### src/rtl/xs3_bcd_subtractor_if.sv
// Operand/result handshake bundle for the excess-3 BCD subtractor.
// The master drives operands and out_ready; the slave (the subtractor) returns the result.
interface xs3_bcd_subtractor_if #(
    parameter int unsigned DIGITS = 4
);
    logic                  in_valid;
    logic                  in_ready;
    logic [4*DIGITS-1:0]   a_xs3;
    logic [4*DIGITS-1:0]   b_xs3;
    logic                  out_valid;
    logic                  out_ready;
    logic [4*DIGITS-1:0]   diff;
    logic                  neg;
    logic                  err;

    modport master (
        output in_valid, a_xs3, b_xs3, out_ready,
        input  in_ready, out_valid, diff, neg, err
    );

    modport slave (
        input  in_valid, a_xs3, b_xs3, out_ready,
        output in_ready, out_valid, diff, neg, err
    );
endinterface

### src/rtl/xs3_bcd_subtractor.sv
// Digit-serial |A-B| for excess-3 operands, LSD first, packed BCD result plus sign flag.
// Define XS3_OUT_EN to re-encode the result nibbles to excess-3 when the result is loaded.
module xs3_bcd_subtractor #(
    parameter int unsigned DIGITS = 4
) (
    input logic                 clk,
    input logic                 rst_n,
    xs3_bcd_subtractor_if.slave bus
);
    localparam int unsigned W    = 4 * DIGITS;
    localparam int unsigned IdxW = (DIGITS > 1) ? $clog2(DIGITS) : 1;

`ifdef XS3_OUT_EN
    localparam logic [W-1:0] ErrDiff = {DIGITS{4'h3}};
`else
    localparam logic [W-1:0] ErrDiff = '0;
`endif

    function automatic logic [W-1:0] out_enc(input logic [W-1:0] v);
`ifdef XS3_OUT_EN
        logic [W-1:0] r;
        for (int j = 0; j < int'(DIGITS); j++) r[j*4 +: 4] = v[j*4 +: 4] + 4'd3;
        return r;
`else
        return v;
`endif
    endfunction

    // StCheck gives the operand legality check its own cycle after the accept edge.
    typedef enum logic [2:0] {StIdle, StCheck, StSub, StComp, StDone} state_e;

    state_e            state_q;
    logic              in_ready_q, out_valid_q, neg_q, err_q, borrow_q;
    logic [W-1:0]      a_q, b_q, res_q, diff_q;
    logic [IdxW-1:0]   idx_q;

    logic              illegal, last, bout;
    logic [3:0]        a_nib, b_nib, r_nib, dig;
    logic signed [4:0] da, db, lhs, rhs, t, tc;
    logic [W-1:0]      res_wr;

    always_comb begin
        illegal = 1'b0;
        for (int j = 0; j < int'(DIGITS); j++) begin
            if (a_q[j*4 +: 4] < 4'd3 || a_q[j*4 +: 4] > 4'd12 ||
                b_q[j*4 +: 4] < 4'd3 || b_q[j*4 +: 4] > 4'd12) begin
                illegal = 1'b1;
            end
        end
    end

    // One shared 5-bit signed digit subtractor serves both SUB and the 10's complement pass.
    always_comb begin
        a_nib = a_q[idx_q*4 +: 4];
        b_nib = b_q[idx_q*4 +: 4];
        r_nib = res_q[idx_q*4 +: 4];
        da    = $signed({1'b0, a_nib}) - 5'sd3;
        db    = $signed({1'b0, b_nib}) - 5'sd3;
        if (state_q == StComp) begin
            lhs = '0;
            rhs = $signed({1'b0, r_nib});
        end else begin
            lhs = da;
            rhs = db;
        end
        t      = lhs - rhs - $signed({4'b0, borrow_q});
        tc     = t + 5'sd10;
        bout   = t[4];
        dig    = bout ? tc[3:0] : t[3:0];
        res_wr = res_q;
        res_wr[idx_q*4 +: 4] = dig;
        last   = (idx_q == IdxW'(DIGITS - 1));
    end

    always_ff @(posedge clk or negedge rst_n) begin
        if (!rst_n) begin
            state_q     <= StIdle;
            in_ready_q  <= 1'b1;
            out_valid_q <= 1'b0;
            diff_q      <= '0;
            neg_q       <= 1'b0;
            err_q       <= 1'b0;
            borrow_q    <= 1'b0;
            idx_q       <= '0;
            a_q         <= '0;
            b_q         <= '0;
            res_q       <= '0;
        end else begin
            unique case (state_q)
                StIdle: begin
                    if (bus.in_valid) begin
                        a_q        <= bus.a_xs3;
                        b_q        <= bus.b_xs3;
                        res_q      <= '0;
                        borrow_q   <= 1'b0;
                        idx_q      <= '0;
                        in_ready_q <= 1'b0;
                        state_q    <= StCheck;
                    end
                end
                StCheck: begin
                    if (illegal) begin
                        diff_q      <= ErrDiff;
                        neg_q       <= 1'b0;
                        err_q       <= 1'b1;
                        out_valid_q <= 1'b1;
                        state_q     <= StDone;
                    end else begin
                        state_q <= StSub;
                    end
                end
                StSub: begin
                    res_q    <= res_wr;
                    borrow_q <= bout;
                    idx_q    <= idx_q + 1'b1;
                    if (last) begin
                        idx_q <= '0;
                        if (!bout) begin
                            diff_q      <= out_enc(res_wr);
                            neg_q       <= 1'b0;
                            err_q       <= 1'b0;
                            out_valid_q <= 1'b1;
                            state_q     <= StDone;
                        end else begin
                            borrow_q <= 1'b0;
                            state_q  <= StComp;
                        end
                    end
                end
                StComp: begin
                    res_q    <= res_wr;
                    borrow_q <= bout;
                    idx_q    <= idx_q + 1'b1;
                    if (last) begin
                        idx_q       <= '0;
                        diff_q      <= out_enc(res_wr);
                        neg_q       <= 1'b1;
                        err_q       <= 1'b0;
                        out_valid_q <= 1'b1;
                        state_q     <= StDone;
                    end
                end
                StDone: begin
                    if (bus.out_ready) begin
                        out_valid_q <= 1'b0;
                        in_ready_q  <= 1'b1;
                        state_q     <= StIdle;
                    end
                end
                default: state_q <= StIdle;
            endcase
        end
    end

    assign bus.in_ready  = in_ready_q;
    assign bus.out_valid = out_valid_q;
    assign bus.diff      = diff_q;
    assign bus.neg       = neg_q;
    assign bus.err       = err_q;
endmodule

### src/flat_wrapper.sv
// flat-port wrapper written by rule: the top's interface ports become plain ports
module xs3_bcd_subtractor_flat 
#(
    parameter int unsigned DIGITS = 4
)
  (clk, rst_n, bus_in_valid, bus_a_xs3, bus_b_xs3, bus_out_ready, bus_in_ready, bus_out_valid, bus_diff, bus_neg, bus_err);
  xs3_bcd_subtractor_if #(.DIGITS(DIGITS)) bus_i ();
  input logic clk;
  input logic rst_n;
  input wire logic [$bits(bus_i.in_valid)-1:0] bus_in_valid;
  input wire logic [$bits(bus_i.a_xs3)-1:0] bus_a_xs3;
  input wire logic [$bits(bus_i.b_xs3)-1:0] bus_b_xs3;
  input wire logic [$bits(bus_i.out_ready)-1:0] bus_out_ready;
  output wire logic [$bits(bus_i.in_ready)-1:0] bus_in_ready;
  output wire logic [$bits(bus_i.out_valid)-1:0] bus_out_valid;
  output wire logic [$bits(bus_i.diff)-1:0] bus_diff;
  output wire logic [$bits(bus_i.neg)-1:0] bus_neg;
  output wire logic [$bits(bus_i.err)-1:0] bus_err;
  assign bus_i.in_valid = bus_in_valid;
  assign bus_i.a_xs3 = bus_a_xs3;
  assign bus_i.b_xs3 = bus_b_xs3;
  assign bus_i.out_ready = bus_out_ready;
  assign bus_in_ready = bus_i.in_ready;
  assign bus_out_valid = bus_i.out_valid;
  assign bus_diff = bus_i.diff;
  assign bus_neg = bus_i.neg;
  assign bus_err = bus_i.err;
  xs3_bcd_subtractor #(.DIGITS(DIGITS)) u_core (.clk(clk), .rst_n(rst_n), .bus(bus_i));
endmodule
### config.mk
export PLATFORM = sky130hd
export DESIGN_NAME = xs3_bcd_subtractor_flat
export DESIGN_NICKNAME = d
export VERILOG_FILES = /design/src/rtl/xs3_bcd_subtractor_if.sv /design/src/rtl/xs3_bcd_subtractor.sv /design/src/flat_wrapper.sv
export SDC_FILE = /design/constraint.sdc
export NUM_CORES = 1
export LEC_CHECK = 0
export ABC_AREA = 1
export CORE_MARGIN = 8
export CORE_UTILIZATION = 35
export CTS_CLUSTER_SIZE = 10
export DETAILED_ROUTE_END_ITERATION = 10
export PLACE_DENSITY = 0.6
export SYNTH_ARGS = -nofsm -noshare
export SYNTH_HDL_FRONTEND = slang
export SYNTH_SLANG_ARGS = --single-unit
### constraint.sdc
create_clock -name clk -period 4.8 [get_ports clk]
set_clock_uncertainty 0.2 [all_clocks]
set_input_delay 0.72 -clock clk [delete_from_list [all_inputs] [get_ports clk]]
set_output_delay 0.72 -clock clk [all_outputs]
set_load 0.005 [all_outputs]
# [After elaboration in Yosys (flattened, before gate mapping)]
# Cells that the tools add are included.
# W data, S select, Z words.
[totals] inputBits=36 elab_cells=118 regBits=74 out_inout_bits=20
[classes] magnitude_cmp=16 n_addsub=7 mux=42 n_shift=5 n_eq_ne=11 reduce_logical=26
[op_table] cell="$mux W16" count=5
[op_table] cell="$pmux W16 S3" count=1
[op_table] cell="$shiftx A16 B5 Y4" count=3
[op_table] cell="$neg A4 Y34" count=1
[op_table] cell="$shift A4 B34 Y16 const A" count=1
[op_table] cell="$shiftx A4 B34 Y16" count=1
[op_table] cell="$gt A4 B4 Y1 const B" count=8
[op_table] cell="$lt A4 B2 Y1 const B" count=8
[op_table] cell="$pmux W16 S2" count=1
[op_table] cell="$mux W3" count=6
[op_table] cell="$bwmux W16" count=1
[op_table] cell="$mux W1" count=16
[op_table] cell="$pmux W3 S5" count=1
[op_table] cell="$logic_or A1 B1 Y1" count=12
[op_table] cell="$mux W5" count=2
[op_table] cell="$sub A4 B2 Y5 const B" count=2
[op_table] cell="$pmux W1 S3" count=3
[op_table] cell="$eq A3 B2 Y1 const B" count=2
[op_table] cell="$ne A2 B1 Y1 const B" count=3
[op_table] cell="$ne A2 B2 Y1 const B" count=3
[op_table] cell="$reduce_and A2 Y1" count=3
[op_table] cell="$reduce_and A6 Y1" count=1
[op_table] cell="$reduce_bool A3 Y1" count=2
[op_table] cell="$reduce_and A5 Y1" count=1
[op_table] cell="other kinds (18)" count=20

# [Logic depth before layout (Yosys ltp)]
# Gate-level depths: netlist (run 1).
[logic_depth] ltp_word=12 depth_mapped=26 depth_no_buf=25

# [Least setup slack after synthesis (run 1)]
# No wires, ideal clock.
[synth_path] path_type="flip-flop to flip-flop" from="register u_core.idx_q[0]" to="register u_core.diff_q[10] (netlist: u_core.bus.diff[10])" required_time_ps=4482 synth_period_minus_slack_ps=3919 setup_ps=118 path_stages_with_launch=21 arrival_ps=3601 n_path_buf=6 path_slack_ps=881 path_cell_list="dfrtp_1 > buf_6 > buf_6 > clkbuf_1 > clkbuf_1 > o21ai_0 > nand3_1 > o21ai_0 > fa_1 > fa_1 > nand2_1 > a21oi_1 > xor2_1 > inv_1 > nand4_2 > nand3_2 > a21o_1 > buf_6 > buf_6 > nand2_2 > nand2_1"
[synth_via] elab_chain_len=12 word_cells_on_any_way=24 cone_classes="add/sub (6); eq/ne (4); shift (5); mux (8); reduce/logical (1)"
[synth_lines] element="start, declared" line="xs3_bcd_subtractor.sv:35" source="logic [IdxW-1:0] idx_q;"
[synth_lines] element="start signal, assigned" line="xs3_bcd_subtractor.sv:115" source="idx_q <= idx_q + 1'b1;"
[synth_lines] element="start signal, assigned" line="xs3_bcd_subtractor.sv:133" source="idx_q <= idx_q + 1'b1;"
[synth_lines] element="$shiftx A16 B5 Y4, on equally long branches" line="xs3_bcd_subtractor.sv:54, xs3_bcd_subtractor.sv:55"
[synth_lines] element="$sub A4 B2 Y5, on equally long branches" line="xs3_bcd_subtractor.sv:57, xs3_bcd_subtractor.sv:58"
[synth_lines] element="$mux W5" line="xs3_bcd_subtractor.sv:59" source="if (state_q == StComp) begin"
[synth_lines] element="$sub A5 B5 Y5" line="xs3_bcd_subtractor.sv:66" source="t = lhs - rhs - $signed({4'b0, borrow_q});"
[synth_lines] element="$sub A5 B2 Y5" line="xs3_bcd_subtractor.sv:66"
[synth_lines] element="$add A4 B4 Y4" line="xs3_bcd_subtractor.sv:67" source="tc = t + 5'sd10;"
[synth_lines] element="$mux W4" line="xs3_bcd_subtractor.sv:69" source="dig = bout ? tc[3:0] : t[3:0];"
[synth_lines] element="$shiftx A4 B34 Y16" line="xs3_bcd_subtractor.sv:71" source="res_wr[idx_q*4 +: 4] = dig;"
[synth_lines] element="$bwmux W16" line="xs3_bcd_subtractor.sv:71"
[synth_lines] element="$mux W16" line="xs3_bcd_subtractor.sv:118" source="if (!bout) begin"
[synth_lines] element="$mux W16" line="xs3_bcd_subtractor.sv:116" source="if (last) begin"
[synth_lines] element="$pmux W16 S3" line="xs3_bcd_subtractor.sv:89" source="unique case (state_q)"
[synth_lines] element="end signal, assigned" line="xs3_bcd_subtractor.sv:103" source="diff_q <= ErrDiff;"
[synth_lines] element="end signal, assigned" line="xs3_bcd_subtractor.sv:119" source="diff_q <= out_enc(res_wr);"
[synth_lines] element="end signal, assigned" line="xs3_bcd_subtractor.sv:136" source="diff_q <= out_enc(res_wr);"
[synth_lines] element="end, declared" line="xs3_bcd_subtractor.sv:34" source="logic [W-1:0] a_q, b_q, res_q, diff_q;"
# Several ways; a longest one is shown, not always the timed one. The select of a mux whose other input is x is not followed.
# A chain may end at the register's enable or synchronous reset.

# [Worst setup path after layout (run 1)]
[layout_path] from="register u_core.idx_q[0]" to="register u_core.diff_q[3] (netlist: u_core.bus.diff[3])"
# Same word-level chain as after synthesis.

==> results of run 1 <==
how the worst min path moves through the flow:
stage	from	to	slack, ps	depth (start not counted)
after detailed placement	u_core.bus.in_ready	u_core.bus.in_ready	260	2
final	u_core.bus.in_ready	u_core.bus.in_ready	260	2
after floorplan	rst_n	u_core.a_q[0]	220	0
after global placement	u_core.bus.in_ready	u_core.bus.in_ready	260	2
after CTS	u_core.bus.in_ready	u_core.bus.in_ready	260	2
after global routing	u_core.bus.in_ready	u_core.bus.in_ready	290	2
flip-flops by register name (all words and copies together) (netlist names), 2 cells and up:
register         flops
u_core.res_q        16
u_core.b_q          16
u_core.bus.diff     16
u_core.state_q       3
u_core.a_q          16
u_core.idx_q         2
worst max-delay path, delay by kind of cell, from the launching register on:
family	cells	cell delay, ps
xor+xnor	1	290
simple gates	3	380
flops	1	540
buf+inv	4	550
fa+ha+maj	3	770
compound gates	7	1370
cells in the final DEF (no fill, tap or decap), types with 2 or more instances in the layout:
cell type                         instances
sky130_fd_sc_hd__clkdlybuf4s50_1         54
sky130_fd_sc_hd__clkinv_1                 2
sky130_fd_sc_hd__nand3_2                  2
sky130_fd_sc_hd__xor2_1                   2
sky130_fd_sc_hd__o21ai_1                 10
sky130_fd_sc_hd__inv_1                   59
sky130_fd_sc_hd__nand2_1                191
sky130_fd_sc_hd__clkbuf_1                 2
sky130_fd_sc_hd__clkinv_2                 2
sky130_fd_sc_hd__or2_2                    2
sky130_fd_sc_hd__clkbuf_16                9
sky130_fd_sc_hd__o21ai_0                 52
sky130_fd_sc_hd__nand4_1                  7
sky130_fd_sc_hd__o22ai_1                  5
sky130_fd_sc_hd__nor3_1                   2
sky130_fd_sc_hd__nor4_1                   2
sky130_fd_sc_hd__clkbuf_8                 3
sky130_fd_sc_hd__nand3b_1                 2
sky130_fd_sc_hd__o211ai_1                 8
sky130_fd_sc_hd__nor2_1                  28
sky130_fd_sc_hd__a21oi_1                 19
sky130_fd_sc_hd__nand3_1                 37
sky130_fd_sc_hd__fa_1                     2
sky130_fd_sc_hd__nand2_2                 15
sky130_fd_sc_hd__ha_1                    13
sky130_fd_sc_hd__dfrtp_1                 73
sky130_fd_sc_hd__nor2_2                   3
sky130_fd_sc_hd__buf_4                    5
logic make-up (layout without fill, tap and decap cells):
logic type,Yosys count,in the layout
AO/OA/AOI/OAI,100,100
XOR/XNOR,3,3
adder cells (fa/ha/maj),15,15
buffers and inverters,83,139
flip-flops,74,74
AND/OR/NAND/NOR,294,294
timing repair:
action	in CTS	in global routing
hold endpoints to repair	0	0
setup endpoints to repair	0	10
gates resized for setup	0	1
buffers inserted	0	0
layer usage:
metal  global-route usage [%]  wire (um)
met1                     16.3       4910
met2                     24.4       5360
met3                     3.80        466
met4                     5.38        165
met5                        0          0
cell type report:
type | count | area (um2)
clock buffers | 14 | 274
clock inverters | 2 | 10.0
fillers | 1255 | 6720
inverters | 63 | 239
multi-input cells | 412 | 2050
flip-flops and latches | 74 | 1850
well taps | 147 | 184
repair buffers | 60 | 583
stage by stage:
stage	cell area, um2	hold slack, ps
after floorplan	4250	224
after global placement	4910	256
after detailed placement	4910	257
after CTS	5190	265
after global routing	5190	286
final	5190	263
==> summary.md, run 1 <==
The tools report the remaining global-route overflow as 0. The floorplan has 40 rows. CTS root buffer: sky130_fd_sc_hd__clkbuf_16.

Measured along the x axis, the die boundary spans 126 um. The critical path goes through inv_4 -> o21ai_0 -> o22ai_1 -> ha_1 -> inv_1 -> a21oi_1 -> a32oi_1 -> ha_1 -> inv_1 -> ha_1 -> a21oi_1 -> xor2_1 -> inv_1 -> nand4_2 -> nand3_2 -> a21o_2 -> nand2_1 -> o21ai_1. The pre-antenna-repair detailed-routing pass consisted of 6 iterations. TritonCTS built the clock tree. Summed over all layers, the routed wires come to 10900 um. Synthesis produced a netlist whose cell count is 569. For this run, design rule violations remaining after detail routing come to 0. The number of nets handed over by synthesis was 620. The later pin in the worst-skew pair is clocked with a latency of 340 ps. For the pin with the worst max-slew slack, the measured transition is 898 ps.

Data on the critical path is required at its endpoint by 4800 ps. The tools report the sum of net half-perimeters after detailed placement as 8240 um. The shortest clock period the worst path allows after layout works out to 4260 ps.

The type of the worst setup path was flip-flop to flip-flop. CTS saw 74 sinks. The netlist area before placement is 4250 um2, and the sequential fraction of the synthesis area is 43.6%. The tools report the die area as 15900 um2. The synthesized netlist devotes 12.8% of its cell area to compound gates. The first global-routing pass estimated 18200 um of wire. STA puts the critical path data arrival time at 4260 ps. Setup violations remaining at the end of the flow were counted as 0. STA classifies the critical path endpoint as a flip-flop. The count of buffers inserted at the top-level ports came out at 55. In this run the critical register-to-register path is captured at u_core.bus.diff[3].

The tools report the number of H-tree levels as 3. In the synthesized netlist, mux cells make up 0% of the area. The via count of the first global-routing pass was 3785. The share of final-layout standard cells stronger than drive strength 1 was 8.00%; the number of max-cap violations was 0.

For the initial core utilization, the log shows 35.7%. The synthesized netlist devotes 4.77% of its cell area to adder and majority cells. In this run the critical register-to-register path is launched from u_core.idx_q[0]. The share of the synthesized netlist area taken by xor and xnor gates works out to 0.619%. At the placement stage, the worst setup path has a slack of 267 ps. The congestion estimate from routability-driven global placement came to 0.883. Of all cell types, the one taking the most synthesized area is sky130_fd_sc_hd__dfrtp_1. The simple logic cell fraction of the synthesized area is 30.0%. The run finished with clean final reports. The run gives 56 as the boundary pin count. For this run, the number of Yosys warnings is 0. In the finished design, the share of the clock period the worst path needs comes to 88.8%.

For this run, the number of standard cells in the final layout without fillers is 772. Once placement completed, the tool counted placed cells totaling 756. A synthesized cell averages 7.47 um2. In this run the worst hold path is classified as flip-flop to flip-flop. The total via count in the routed design is 3740, and the maximum fanout encountered on the critical timing path is 30. In this run the remaining antenna-violating nets after routing total 0. After synthesis, the share of flip-flops with an asynchronous set or reset is 100%. The run gives 43.6% as the utilization after layout. Once routing completed, OpenROAD measured the worst setup slack at 536 ps. The clock transition at the registers of the reported paths was 50 ps.

Counting flops and latches in the post-synthesis netlist gives 74. Among all cell types in the netlist, the one instantiated most often is sky130_fd_sc_hd__nand2_1. The via density per instance works out to 4.84.

The tools report the number of buffers created by CTS as 9. The tools report the number of nets in the layout as 671. Following the worst setup path forward leads to its endpoint at u_core.bus.diff[3]. The run gives 48 as the pin count of the biggest net entering global routing. The start point of the critical path is u_core.idx_q[0]. For this run, the leading register cell type out of synthesis is sky130_fd_sc_hd__dfrtp_1. Hold-fix buffer count after cts: 0.

Relative to the synthesized area, the layout overhead comes to 22.3%. For the worst flop-to-flop path, the logic depth is 18. Largest stage delay on the critical path: 540 ps. Counting flops with a built-in enable in the synthesized netlist gives 0.

The final number of hold-violating endpoints is 0. The run gives 11900 um2 as the area inside the core boundary. The dominant combinational cell family by area after synthesis was simple AND/OR/NAND/NOR gates.

Maximum clock frequency: 0.235 GHz. The tools report the worst relative slew slack as 40.1%. The number of library cell types mapped by synthesis is 39, and the final max-slew violation count is 0.

Setup repair after global routing left no endpoint under its margin. The total negative setup slack is 0 ps, and the overall global routing resource usage is 14.1%. The number of DRC markers in iteration 0 is 294. Average wire per standard cell: 14.1 um. Among all stages on the critical path, the largest delay is contributed by sky130_fd_sc_hd__dfrtp_1. Counting instances in the post-synthesis netlist gives the leading cell types as sky130_fd_sc_hd__nand2_1 (191), sky130_fd_sc_hd__dfrtp_1 (73), sky130_fd_sc_hd__inv_1 (59).

In the post-synthesis netlist, the biggest area contributors are sky130_fd_sc_hd__dfrtp_1 (43%), sky130_fd_sc_hd__nand2_1 (17%), sky130_fd_sc_hd__o21ai_0 (6.1%). The initial antenna violation count is 0. The total inserted antenna cells came out at 0. The critical path launch point type is a flip-flop.

Height of the chip: 126 um. The maximum clock path buffer count came out at 2. The top cell type by area accounts for 43.0% of the synthesized area.

The run gives 540 ps as the flop-to-flop setup slack.
Power of run 1 is not shown: default switching activity piles up to over one toggle a cycle in this logic, so the estimate is an artifact.
==> run 2: changes to the inputs <==
- GPL_TIMING_DRIVEN: default -> 0
- REMOVE_ABC_BUFFERS: default -> 1
- SLEW_MARGIN: default -> 20
==> run 2 against run 1 <==
  * Critical path depth grew 1
  * Hold slack worse by 180 ps
  * Clock-buffer cell count is 2 lower
  * First-iteration DRC count is 47% lower
  * Utilization rose by 1.1 points
  * Critical path type unchanged
==> summary.md, run 2 (synthesized netlist as in run 1, its figures left out) <==
The run gives 3789 (+1.3%) as the total via count in the routed design. Total inserted antenna cells: 0 (unchanged). Number of H-tree levels: 3 (unchanged). TritonCTS built the clock tree. Leaving out fill and tap cells, the most frequent cell in the layout is sky130_fd_sc_hd__nand2_1.

The average wire per standard cell was 14.0 um (-1.1%). The run gives 0 (unchanged) as the remaining antenna violation count. The tools report the finished layout cell area as 5320 um2 (+2.4%). The sum of net half-perimeters after detailed placement was 7800 um (-5.4%).

The maximum fanout encountered on the critical timing path was 29 (-3.3%); the initial antenna violation count was 0 (unchanged). The tools report the hold-fix buffer count after cts as 0 (unchanged). The number of nets in the layout is 671 (unchanged). The die area was 15900 um2 (unchanged). Setup repair after global routing left no endpoint under its margin. The tools report the first-pass GRT wire length as 18400 um (+1.3%). The number of DRC markers in iteration 0 is 157 (-47%). The pre-CTS worst setup slack is -122 ps (-389 ps), and the growth of design area from synthesis to finish is 25.2%. For the number of max-cap violations, the log shows 0 (unchanged).

The run gives 10800 um (-1.1%) as the total length of routed wires. The tools report the critical path launch point type as a flip-flop. The tools report the worst relative slew slack as 56.0% (+16 points).

The die extent in x came out at 126 um (unchanged). The data arrival time at the worst-slack endpoint was 4400 ps (+140 ps). The run finished with clean final reports. The tools report the total DRC errors in the routed layout as 0 (unchanged). The clock transition at the registers of the reported paths was 60 ps (about the same).

The required time at the worst-slack endpoint came out at 4790 ps (about the same). For the count of final setup violators, the log shows 0 (unchanged). The worst setup path is captured at a flip-flop. The routability congestion estimate from global placement is 0.853 (-3.4%), and the overall global routing resource usage is 14.0% (-0.050 points). The tools report the worst hold slack as 87.1 ps (-176 ps).

The tools report the endpoint of the lowest-slack register-to-register path as u_core.bus.diff[1]. The count of buffers inserted at the top-level ports is 55 (unchanged). The library cells used most frequently in the layout, excluding fill and tap cells, are sky130_fd_sc_hd__nand2_1 (191), sky130_fd_sc_hd__dfrtp_1 (72), sky130_fd_sc_hd__inv_1 (58). The number of iterations in the first detailed-routing pass is 6 (unchanged).

The initial core utilization came out at 35.7% (unchanged). The logs give 0 ps (unchanged) for the total negative setup slack and 4930 um2 (+0.43%) for the placed standard-cell area. The flop-to-flop setup slack is 390 ps (-140 ps), and the via count of the first global-routing pass is 3871 (+2.3%). The clock latency on the worst-skew pair was 330 ps (about the same); the maximum clock frequency was 0.227 GHz (-3.2%). The remaining global-route overflow was 0 (unchanged); the height of the chip was 126 um (unchanged).

The maximum clock path buffer count was 2 (unchanged); the pin count of the biggest net entering global routing was 53 (+10%). The startpoint of the lowest-slack register-to-register path was u_core.idx_q[1]. The shortest clock period the worst path allows after layout was 4410 ps (+141 ps); the transition time at the pin with the least slew margin was 658 ps (-240 ps).

The final number of hold-violating endpoints is 0 (unchanged), and the worst path setup slack after routing is 395 ps (-141 ps). The final max-slew violation count was 0 (unchanged); the number of buffers created by CTS was 9 (unchanged). The ratio of final minimum period to clock period is 91.8% (+2.9 points).

The tightest min-delay check is of the input port to asynchronous set/reset pin type. The TritonCTS sink count came out at 74 (unchanged). The number of cells on the worst reg-to-reg path came out at 19 (+1). The via density per instance was 4.91 (+1.3%). CTS placed an instance of sky130_fd_sc_hd__clkbuf_16 at the clock tree root.

The logs give 56 (unchanged) for the boundary pin count and 1239 (-1.3%) for the number of filler cells placed in the layout. The area inside the core boundary came out at 11900 um2 (unchanged). Share of final-layout standard cells stronger than drive strength 1: 8.64% (+0.64 points). The total number of placement rows came out at 40 (unchanged). The critical path is of the flip-flop to flip-flop type.
==> run 2: layout make-up <==
class                      count  area, um2  share of cell area, %
inverter                      63        243                   4.56
clock buffer                  12        256                   4.82
tap                          147        184                   3.46
multi-input combinational    412       2060                   38.8
timing repair buffer          60        618                   11.6
clock inverter                 4       97.6                   1.83
sequential                    74       1860                   34.9
==> run 2: worst max path at each step <==
stage	startpoint	to	slack (ps)	cells past startpoint
global placement	bus_in_valid	u_core.a_q[14]	-580	6
global route	u_core.idx_q[1]	u_core.bus.diff[0]	80	19
detailed placement	u_core.state_q[2]	u_core.bus.diff[1]	-120	15
floorplan	u_core.state_q[2]	u_core.bus.diff[0]	500	15
CTS	u_core.idx_q[1]	u_core.bus.err	170	18
finish	u_core.idx_q[1]	u_core.bus.diff[1]	390	19
==> run 2: per-layer routing <==
| metal | up-vias | global-route usage (%) | wire length, um |
|---|---|---|---|
| li1 | 1933 | - | - |
| met1 | 1765 | 16.6 | 4910 |
| met2 | 74 | 24.6 | 5280 |
| met3 | 17 | 3.00 | 426 |
| met4 | 0 | 4.81 | 170 |
| met5 | - | 0 | 0 |
==> run 2: critical path: stages (launching register included) <==
cell and delay, ps:
sky130_fd_sc_hd__dfrtp_1 750, sky130_fd_sc_hd__clkinvlp_4 190, sky130_fd_sc_hd__buf_4 200, sky130_fd_sc_hd__o21ai_0 80
sky130_fd_sc_hd__o22ai_1 140, sky130_fd_sc_hd__ha_1 270, sky130_fd_sc_hd__inv_1 90, sky130_fd_sc_hd__a21oi_1 70
sky130_fd_sc_hd__a32oi_1 210, sky130_fd_sc_hd__ha_1 200, sky130_fd_sc_hd__inv_1 40, sky130_fd_sc_hd__ha_1 300
sky130_fd_sc_hd__a21oi_1 180, sky130_fd_sc_hd__xor2_1 300, sky130_fd_sc_hd__inv_1 90, sky130_fd_sc_hd__nand4_2 170
sky130_fd_sc_hd__nand3_2 110, sky130_fd_sc_hd__a21o_2 450, sky130_fd_sc_hd__nand2_1 130, sky130_fd_sc_hd__o21ai_1 70
==> run 2: stage by stage <==
stage / std cells / utilization [%]
6_report: 772 / 44.7
2_1_floorplan: 549 / -
4_1_cts: 769 / 44.4
3_3_place_gp: 751 / 40.9
5_1_grt: 772 / 44.7
3_5_place_dp: 753 / 41.4
==> run 2: timing repair <==
item | in CTS | in global routing
buffers inserted | 0 | 3
setup endpoints to repair | 20 | 31
gates resized for setup | 1 | 3
Power of run 2 is left out for the same reason.
